<file path="config.mk">
export PLATFORM = sky130hd
export DESIGN_NAME = fxp_mult_pipe
export DESIGN_NICKNAME = d
export VERILOG_FILES = /design/src/rtl/fxp_mult_pipe.sv
export SDC_FILE = /design/constraint.sdc
export NUM_CORES = 1
export LEC_CHECK = 0
export BUFFER_PORTS_ARGS = -buffer_cell sky130_fd_sc_hd__buf_2
export CELL_PAD_IN_SITES_DETAIL_PLACEMENT = 1
export CELL_PAD_IN_SITES_GLOBAL_PLACEMENT = 1
export CORE_MARGIN = 5
export CORE_UTILIZATION = 54
export DETAILED_ROUTE_END_ITERATION = 12
export HOLD_SLACK_MARGIN = 0.15
export PLACE_DENSITY = 0.87
export SLEW_MARGIN = 15
export SYNTH_ARGS = -nofsm -noshare
export SYNTH_HDL_FRONTEND = slang
export SYNTH_SLANG_ARGS = --single-unit
</file>
<file path="constraint.sdc">
create_clock -name clk -period 17.3 [get_ports clk]
set_clock_uncertainty 0.05 [all_clocks]
set_input_delay 1.73 -clock clk [delete_from_list [all_inputs] [get_ports clk]]
set_output_delay 1.73 -clock clk [all_outputs]
set_load 0.005 [all_outputs]
</file>
<file path="src/rtl/fxp_mult_pipe.sv">
// fxp_mult_pipe: pipelined signed fixed-point multiplier, Q(WIDTH-FRAC).FRAC in and out.
// Structure: one operand register rank, then LAT result ranks. The multiply, round and
// saturate logic sits between the operand rank and the first result rank, so an operation
// accepted at edge N shows up on out_valid after edge N+LAT.
// The whole pipe stalls together while the output holds an unaccepted result.
// Optional feature macro: FXP_MULT_ROUND_EN (round half toward +inf instead of truncating).
module fxp_mult_pipe #(
  parameter int WIDTH = 16,
  parameter int FRAC  = 8,
  parameter int LAT   = 2,
  parameter int TAG_W = 8
) (
  input  logic             clk,
  input  logic             rst_n,
  input  logic             in_valid,
  output logic             in_ready,
  input  logic [WIDTH-1:0] in_a,
  input  logic [WIDTH-1:0] in_b,
  input  logic [TAG_W-1:0] in_tag,
  output logic             out_valid,
  input  logic             out_ready,
  output logic [WIDTH-1:0] out_data,
  output logic             out_sat,
  output logic [TAG_W-1:0] out_tag,
  input  logic             sat_clr,
  output logic [15:0]      sat_count
);

  localparam int PW = 2 * WIDTH;

  // Operand rank
  logic             r_op_vld;
  logic [WIDTH-1:0] r_op_a;
  logic [WIDTH-1:0] r_op_b;
  logic [TAG_W-1:0] r_op_tag;

  // Result ranks; index LAT drives the outputs
  logic             r_vld  [1:LAT];
  logic [WIDTH-1:0] r_data [1:LAT];
  logic             r_sat  [1:LAT];
  logic [TAG_W-1:0] r_tag  [1:LAT];

  logic [15:0]      r_sat_count;

  logic                 w_stall;
  logic signed [PW-1:0] w_a_ext;
  logic signed [PW-1:0] w_b_ext;
  logic signed [PW-1:0] w_prod;
  logic signed [PW-1:0] w_rsum;
  logic signed [PW-1:0] w_shift;
  logic [WIDTH:0]       w_head;
  logic                 w_fits;
  logic [WIDTH-1:0]     w_res;
  logic                 w_res_sat;

  // Stall only depends on the output handshake, never on in_valid
  assign w_stall  = r_vld[LAT] & ~out_ready;
  assign in_ready = ~w_stall;

  // Sign-extend both operands to the full product width so the product is exact
  assign w_a_ext = {{WIDTH{r_op_a[WIDTH-1]}}, r_op_a};
  assign w_b_ext = {{WIDTH{r_op_b[WIDTH-1]}}, r_op_b};
  assign w_prod  = w_a_ext * w_b_ext;

`ifdef FXP_MULT_ROUND_EN
  // Half an LSB of the result format, added before the shift
  localparam logic signed [PW-1:0] RND_C = {{(PW-1){1'b0}}, 1'b1} << (FRAC - 1);
  assign w_rsum = w_prod + RND_C;
`else
  assign w_rsum = w_prod;
`endif

  assign w_shift = w_rsum >>> FRAC;

  // The value fits in WIDTH bits when all bits from the result sign upward agree
  assign w_head = w_shift[PW-1:WIDTH-1];
  assign w_fits = (&w_head) | ~(|w_head);

  // Clip to the nearest range limit when the shifted product does not fit
  always_comb begin
    w_res     = w_shift[WIDTH-1:0];
    w_res_sat = 1'b0;
    if (!w_fits) begin
      w_res_sat = 1'b1;
      if (w_shift[PW-1]) begin
        w_res = {1'b1, {(WIDTH-1){1'b0}}};
      end else begin
        w_res = {1'b0, {(WIDTH-1){1'b1}}};
      end
    end else begin
      w_res     = w_shift[WIDTH-1:0];
      w_res_sat = 1'b0;
    end
  end

  // Pipeline advance: every rank moves together unless the output is stalled
  always_ff @(posedge clk) begin
    if (!rst_n) begin
      r_op_vld <= 1'b0;
      r_op_a   <= {WIDTH{1'b0}};
      r_op_b   <= {WIDTH{1'b0}};
      r_op_tag <= {TAG_W{1'b0}};
      for (int i = 1; i <= LAT; i++) begin
        r_vld[i]  <= 1'b0;
        r_data[i] <= {WIDTH{1'b0}};
        r_sat[i]  <= 1'b0;
        r_tag[i]  <= {TAG_W{1'b0}};
      end
    end else if (!w_stall) begin
      r_op_vld  <= in_valid;
      r_op_a    <= in_a;
      r_op_b    <= in_b;
      r_op_tag  <= in_tag;
      r_vld[1]  <= r_op_vld;
      r_data[1] <= w_res;
      r_sat[1]  <= w_res_sat;
      r_tag[1]  <= r_op_tag;
      for (int i = 2; i <= LAT; i++) begin
        r_vld[i]  <= r_vld[i-1];
        r_data[i] <= r_data[i-1];
        r_sat[i]  <= r_sat[i-1];
        r_tag[i]  <= r_tag[i-1];
      end
    end
  end

  // Saturation event counter: clear wins, holds at all-ones
  always_ff @(posedge clk) begin
    if (!rst_n) begin
      r_sat_count <= 16'h0000;
    end else if (sat_clr) begin
      r_sat_count <= 16'h0000;
    end else if (r_vld[LAT] && out_ready && r_sat[LAT] && (r_sat_count != 16'hFFFF)) begin
      r_sat_count <= r_sat_count + 16'd1;
    end
  end

  assign out_valid = r_vld[LAT];
  assign out_data  = r_data[LAT];
  assign out_sat   = r_sat[LAT];
  assign out_tag   = r_tag[LAT];
  assign sat_count = r_sat_count;

endmodule

</file>
## Yosys cells after proc, flatten, opt, wreduce, memory -nomap -nowiden

Memory sizes are Yosys's and may differ from the RTL's.
Index checks and enable logic that the tools add are counted.

- Add/sub/neg operators: 1
- Multipliers: 1
- Equal/unequal tests: 1
- Muxes and demuxes: 15
- Bitwise logic cells: 14
- Reduce and logical (&&, ||, !) cells: 6

Operator list:

| kind | count |
|---|---|
| $mux W16 | 4 |
| $mul A16 B16 Y32 | 1 |
| $add A16 B1 Y16 const B | 1 |
| $mux W8 | 2 |
| $ne A16 B16 Y1 const B | 1 |
| $mux W1 | 9 |
| $or A1 B1 Y1 | 9 |
| $reduce_and A9 Y1 | 1 |
| $reduce_or A9 Y1 | 1 |
| $not A1 Y1 | 4 |
| $logic_and A1 B1 Y1 | 3 |
| $reduce_or A2 Y1 | 1 |
| $and A1 B1 Y1 | 1 |

- Register bits: 57
- Memory bits (writable): 52
- Output and inout bits: 43
- Word-level logic and storage cells: 47
- Memories: 4

Memory list:

| name | depth | bits a word | rd ports | clocked after Yosys merged registers in | wr ports | line | source |
|---|---|---|---|---|---|---|---|
| r_data | 2 | 16 | 2 | 0 | 2 | 39 | `logic [WIDTH-1:0] r_data [1:LAT];` |
| r_tag | 2 | 8 | 2 | 0 | 2 | 41 | `logic [TAG_W-1:0] r_tag [1:LAT];` |
| r_sat | 2 | 1 | 2 | 0 | 2 | 40 | `logic r_sat [1:LAT];` |
| r_vld | 2 | 1 | 2 | 0 | 2 | 38 | `logic r_vld [1:LAT];` |

## Depth between registers and ports, before layout

- Depth after elaboration: 6
- Gate-level depth with buffers: 28

## Worst setup path before layout

OpenSTA, ideal clock, no wires.

- Path kind: reg2reg
- From: register r_op_a[15]
- To: memory r_data[1][10] (data pin)
- Setup time: 0.263 ns
- Arrival time: 6.674 ns
- Required time: 16.987 ns
- Path slack: 10.313 ns
- Cell stages (with the launch flop): 26
- Path buffers: 3
- Period minus slack after synthesis: 6.987 ns
- Cell sequence: dfxtp_1 > clkbuf_1 > nand2_1 > inv_1 > fa_1 > inv_1 > fa_1 > inv_1 > fa_1 > fa_1 > inv_1 > fa_1 > inv_1 > fa_1 > ha_1 > buf_2 > nand4_1 > or4_1 > a311oi_2 > nor4_2 > nand2b_2 > a21oi_2 > nor2_1 > o311a_4 > buf_6 > a21boi_1

RTL lines:

| element | line | source |
|---|---|---|
| from (decl) | 33 | `logic [WIDTH-1:0] r_op_a;` |
| from (signal assigned) | 100 | `r_op_a <= {WIDTH{1'b0}};` |
| from (signal assigned) | 111 | `r_op_a <= in_a;` |
| to (decl) | 39 |  |

==> results.toml <==
[status]
status = "finished clean"

[clock_tree]
insertion_delay_ps = 370
cts_tree = "built"
cts_root_buf = "clkbuf_16"
cts_made_buffers = 9
h-tree-depth = 3
clockBufferDepth = 2
clk_pin_slew_ps = 90
numClockSinks = 109
cts_setup_buffers = 0
hold_buffers = 0
cts_resized = 0

[drt]
firstDrtPassIters = 5
initialDrtViolationCount = 710
viasPerCell = 5.85
routed_wl_um = 44000
route.vias.total = 11000
drc_errors = 0
post_drt_wl_per_cell_um = 23.3
ant_nets = 0

[timing]
fmax_mhz = 117
final-setup-viol-count = 0
rsz0062_at_grt = "no"
fin_crit_ps = 8530
timing_worst_slew_pin_value_ps = 1130
hold_viol_final = 0
max-slew-margin-rel = 0.243
post-route-period-util = 0.493
setup_tns_ps = 0
drv_slew = 0

[yosys]
netlist_instances = 1512
yosysWarnings = 0
synth_nets = 1898
synth_top_family_by_area = "adder cells"
synth.area.mux_share = 0.00210
synth_ff_type = "dfxtp_1"
ys_seq_area_frac = 0.189
synth.distinct_cells = 69
async_reset_ff_frac = 0
ys_ff_latch = 109
syn_area_mm2 = 0.0143
synth-xor-area-share = 0.0220
synth-compound-area-share = 0.0810
synthSimpleGateAreaFrac = 0.174
syn_avg_cell_area_um2 = 9.47
synth-adder-area-share = 0.435
synth_edf_count = 52

[floorplanning]
core_area_mm2 = 0.0261
start_util = 0.549
die_h_um = 173
io_pins = 88
dieArea_mm2 = 0.0299
rows = 59
die_x_um = 173

[worst_setup_path]
startpoint_type = "register"
r2r_start = "r_op_b[1]"
r2r_setup_slack_ps = 8770
crit_type = "reg -> reg"
required_ps = 17290
regToRegEndpoint = "r_data[1][0]"
worstPathArrival_ps = 8520
end_kind = "register"
ff2ff_path_depth = 23
crit_fanout = 17

[global_route]
grt_antenna_before_repair = 0
grt_max_degree = 81
grt_remaining_overflow = 0
grt_pass1_vias = 13000
grt_usage = 0.300
grt_pass1_wl_um = 71000

[worst_hold_path]
holdPathStages = 2
hold-path-endpoint = "r_op_tag[4]"
hold_start = "r_op_tag[4]"
hp-class = "reg -> reg"

[layout]
antenna_cells = 0
stdcell_area_mm2 = 0.0152
final_common_cell = "inv_1"
layout.nets = 1932
fillers = 2966
drive_above_1_share = 0.0858
area_delta_synth_final_pct = 6.31
layout_common_cells = "inv_1, fa_1, nand2_1, and2_1, buf_2"
stdcell_count = 1886

[placement]
io_buffer_count = 87
dp.cells = 1870
detailed_place.area_mm2 = 0.0149
dp_hpwl_um = 33700
gp_congestion = 0.870

[power]
power_frac_seq = 0.220
switchingPower_w = 0.000789
power_frac_comb = 0.642
irDropWorstVdd_mv = 0.105
power.internal_w = 0.000796
p_clk_frac = 0.138
p_per_area_mw_per_mm2 = 104
swShare = 0.498
p_leak_nw = 7.62

[job]
maxCapViolCount = 0
## how the worst max path moves through the flow
stage          startpoint  slack [ps]       endpoint  cells past startpoint
3_5_place_dp    r_op_b[1]        8870   r_data[1][0]                     23
5_1_grt         r_op_b[1]        8210   r_data[1][0]                     23
6_report        r_op_b[1]        8770   r_data[1][0]                     23
3_3_place_gp    r_op_b[1]        9460   r_data[1][0]                     23
4_1_cts         r_op_b[1]        8840   r_data[1][0]                     23
2_1_floorplan  r_op_a[15]       10310  r_data[1][10]                     25
## area by class of cell
| cell class | instances | area (um2) | area share |
|---|---|---|---|
| inverter | 290 | 1090 | 0.0715 |
| multi-input combinational | 1044 | 10200 | 0.673 |
| sequential | 109 | 2700 | 0.178 |
| tap | 335 | 419 | 0.0275 |
| clock buffer | 9 | 225 | 0.0148 |
| clock inverter | 7 | 73.8 | 0.00485 |
| timing repair buffer | 92 | 473 | 0.0311 |
## metal layers
metal	GRT usage	wire [um]	up-vias
met5	0	0	-
met4	0.166	2950	0
met3	0.0448	2290	186
met2	0.543	23100	435
met1	0.339	15600	5673
li1	-	-	4738
## registers in the layout (all words and copies together), names as in the netlist
name       count
r_op_vld       1
r_op_b        16
r_op_a        16
r_op_tag       8
r_sat          2
r_data        32
sat_count     16
r_tag         16
r_vld          2
## power by group through the flow
stage / sequential [W] / clock [W] / combinational [W]
floorplan: 0.000329 / 0 / 0.000725
global placement: 0.000348 / 0 / 0.000924
CTS: 0.000347 / 0.000220 / 0.00101
finish: 0.000348 / 0.000219 / 0.00102
detailed placement: 0.000352 / 0 / 0.000987
global route: 0.000350 / 0.000231 / 0.00112
## synthesized netlist by cell type, types with 7 or more instances
cell type / count / share of area
a21boi_0: 44 / 0.023
a21o_1: 9 / 0.0047
a21oi_1: 31 / 0.011
and2_1: 117 / 0.051
and3_1: 43 / 0.019
clkbuf_1: 57 / 0.015
dfxtp_1: 57 / 0.080
edfxtp_1: 52 / 0.11
fa_1: 261 / 0.37
ha_1: 80 / 0.070
inv_1: 289 / 0.076
nand2_1: 228 / 0.060
nand2b_1: 7 / 0.0031
nand3_1: 13 / 0.0045
nand4_1: 8 / 0.0035
nor2_1: 49 / 0.013
nor3_1: 7 / 0.0024
o21ai_0: 19 / 0.0066
xnor2_1: 22 / 0.013
xor2_1: 14 / 0.0086
## per-stage QoR
| stage | power (W) | worst slack (ps) | util | hold WS, ps |
|---|---|---|---|---|
| floorplan | 0.00105 | 10310 | - | 386 |
| global placement | 0.00127 | 9460 | 0.572 | 395 |
| detailed placement | 0.00134 | 8870 | 0.572 | 414 |
| CTS | 0.00157 | 8840 | 0.584 | 440 |
| global route | 0.00170 | 8210 | 0.584 | 461 |
| finish | 0.00158 | 8770 | 0.584 | 434 |
## critical path, stage by stage, from the launching register on
cell       delay [ps]
dfxtp_1           810
nand2_1           250
inv_1             200
fa_1              570
inv_1             150
fa_1              390
inv_1             330
fa_1              530
fa_1              540
fa_1              500
inv_1              50
fa_1              480
inv_1              40
ha_1              370
a21oi_1           340
o21ai_0           190
a21oi_1           180
o21ai_0           140
a311o_1           380
o2bb2ai_1         150
nor3b_2           220
a21oi_1           120
o2111ai_1         910
a21boi_0          280
## cells by family after synthesis
kind of cell / Yosys count
mux: 3
fa+ha+maj: 341
buf+inv: 359
compound gates: 162
flops: 109
xor+xnor: 36
simple gates: 502
Power figures use the tool's default switching activity.
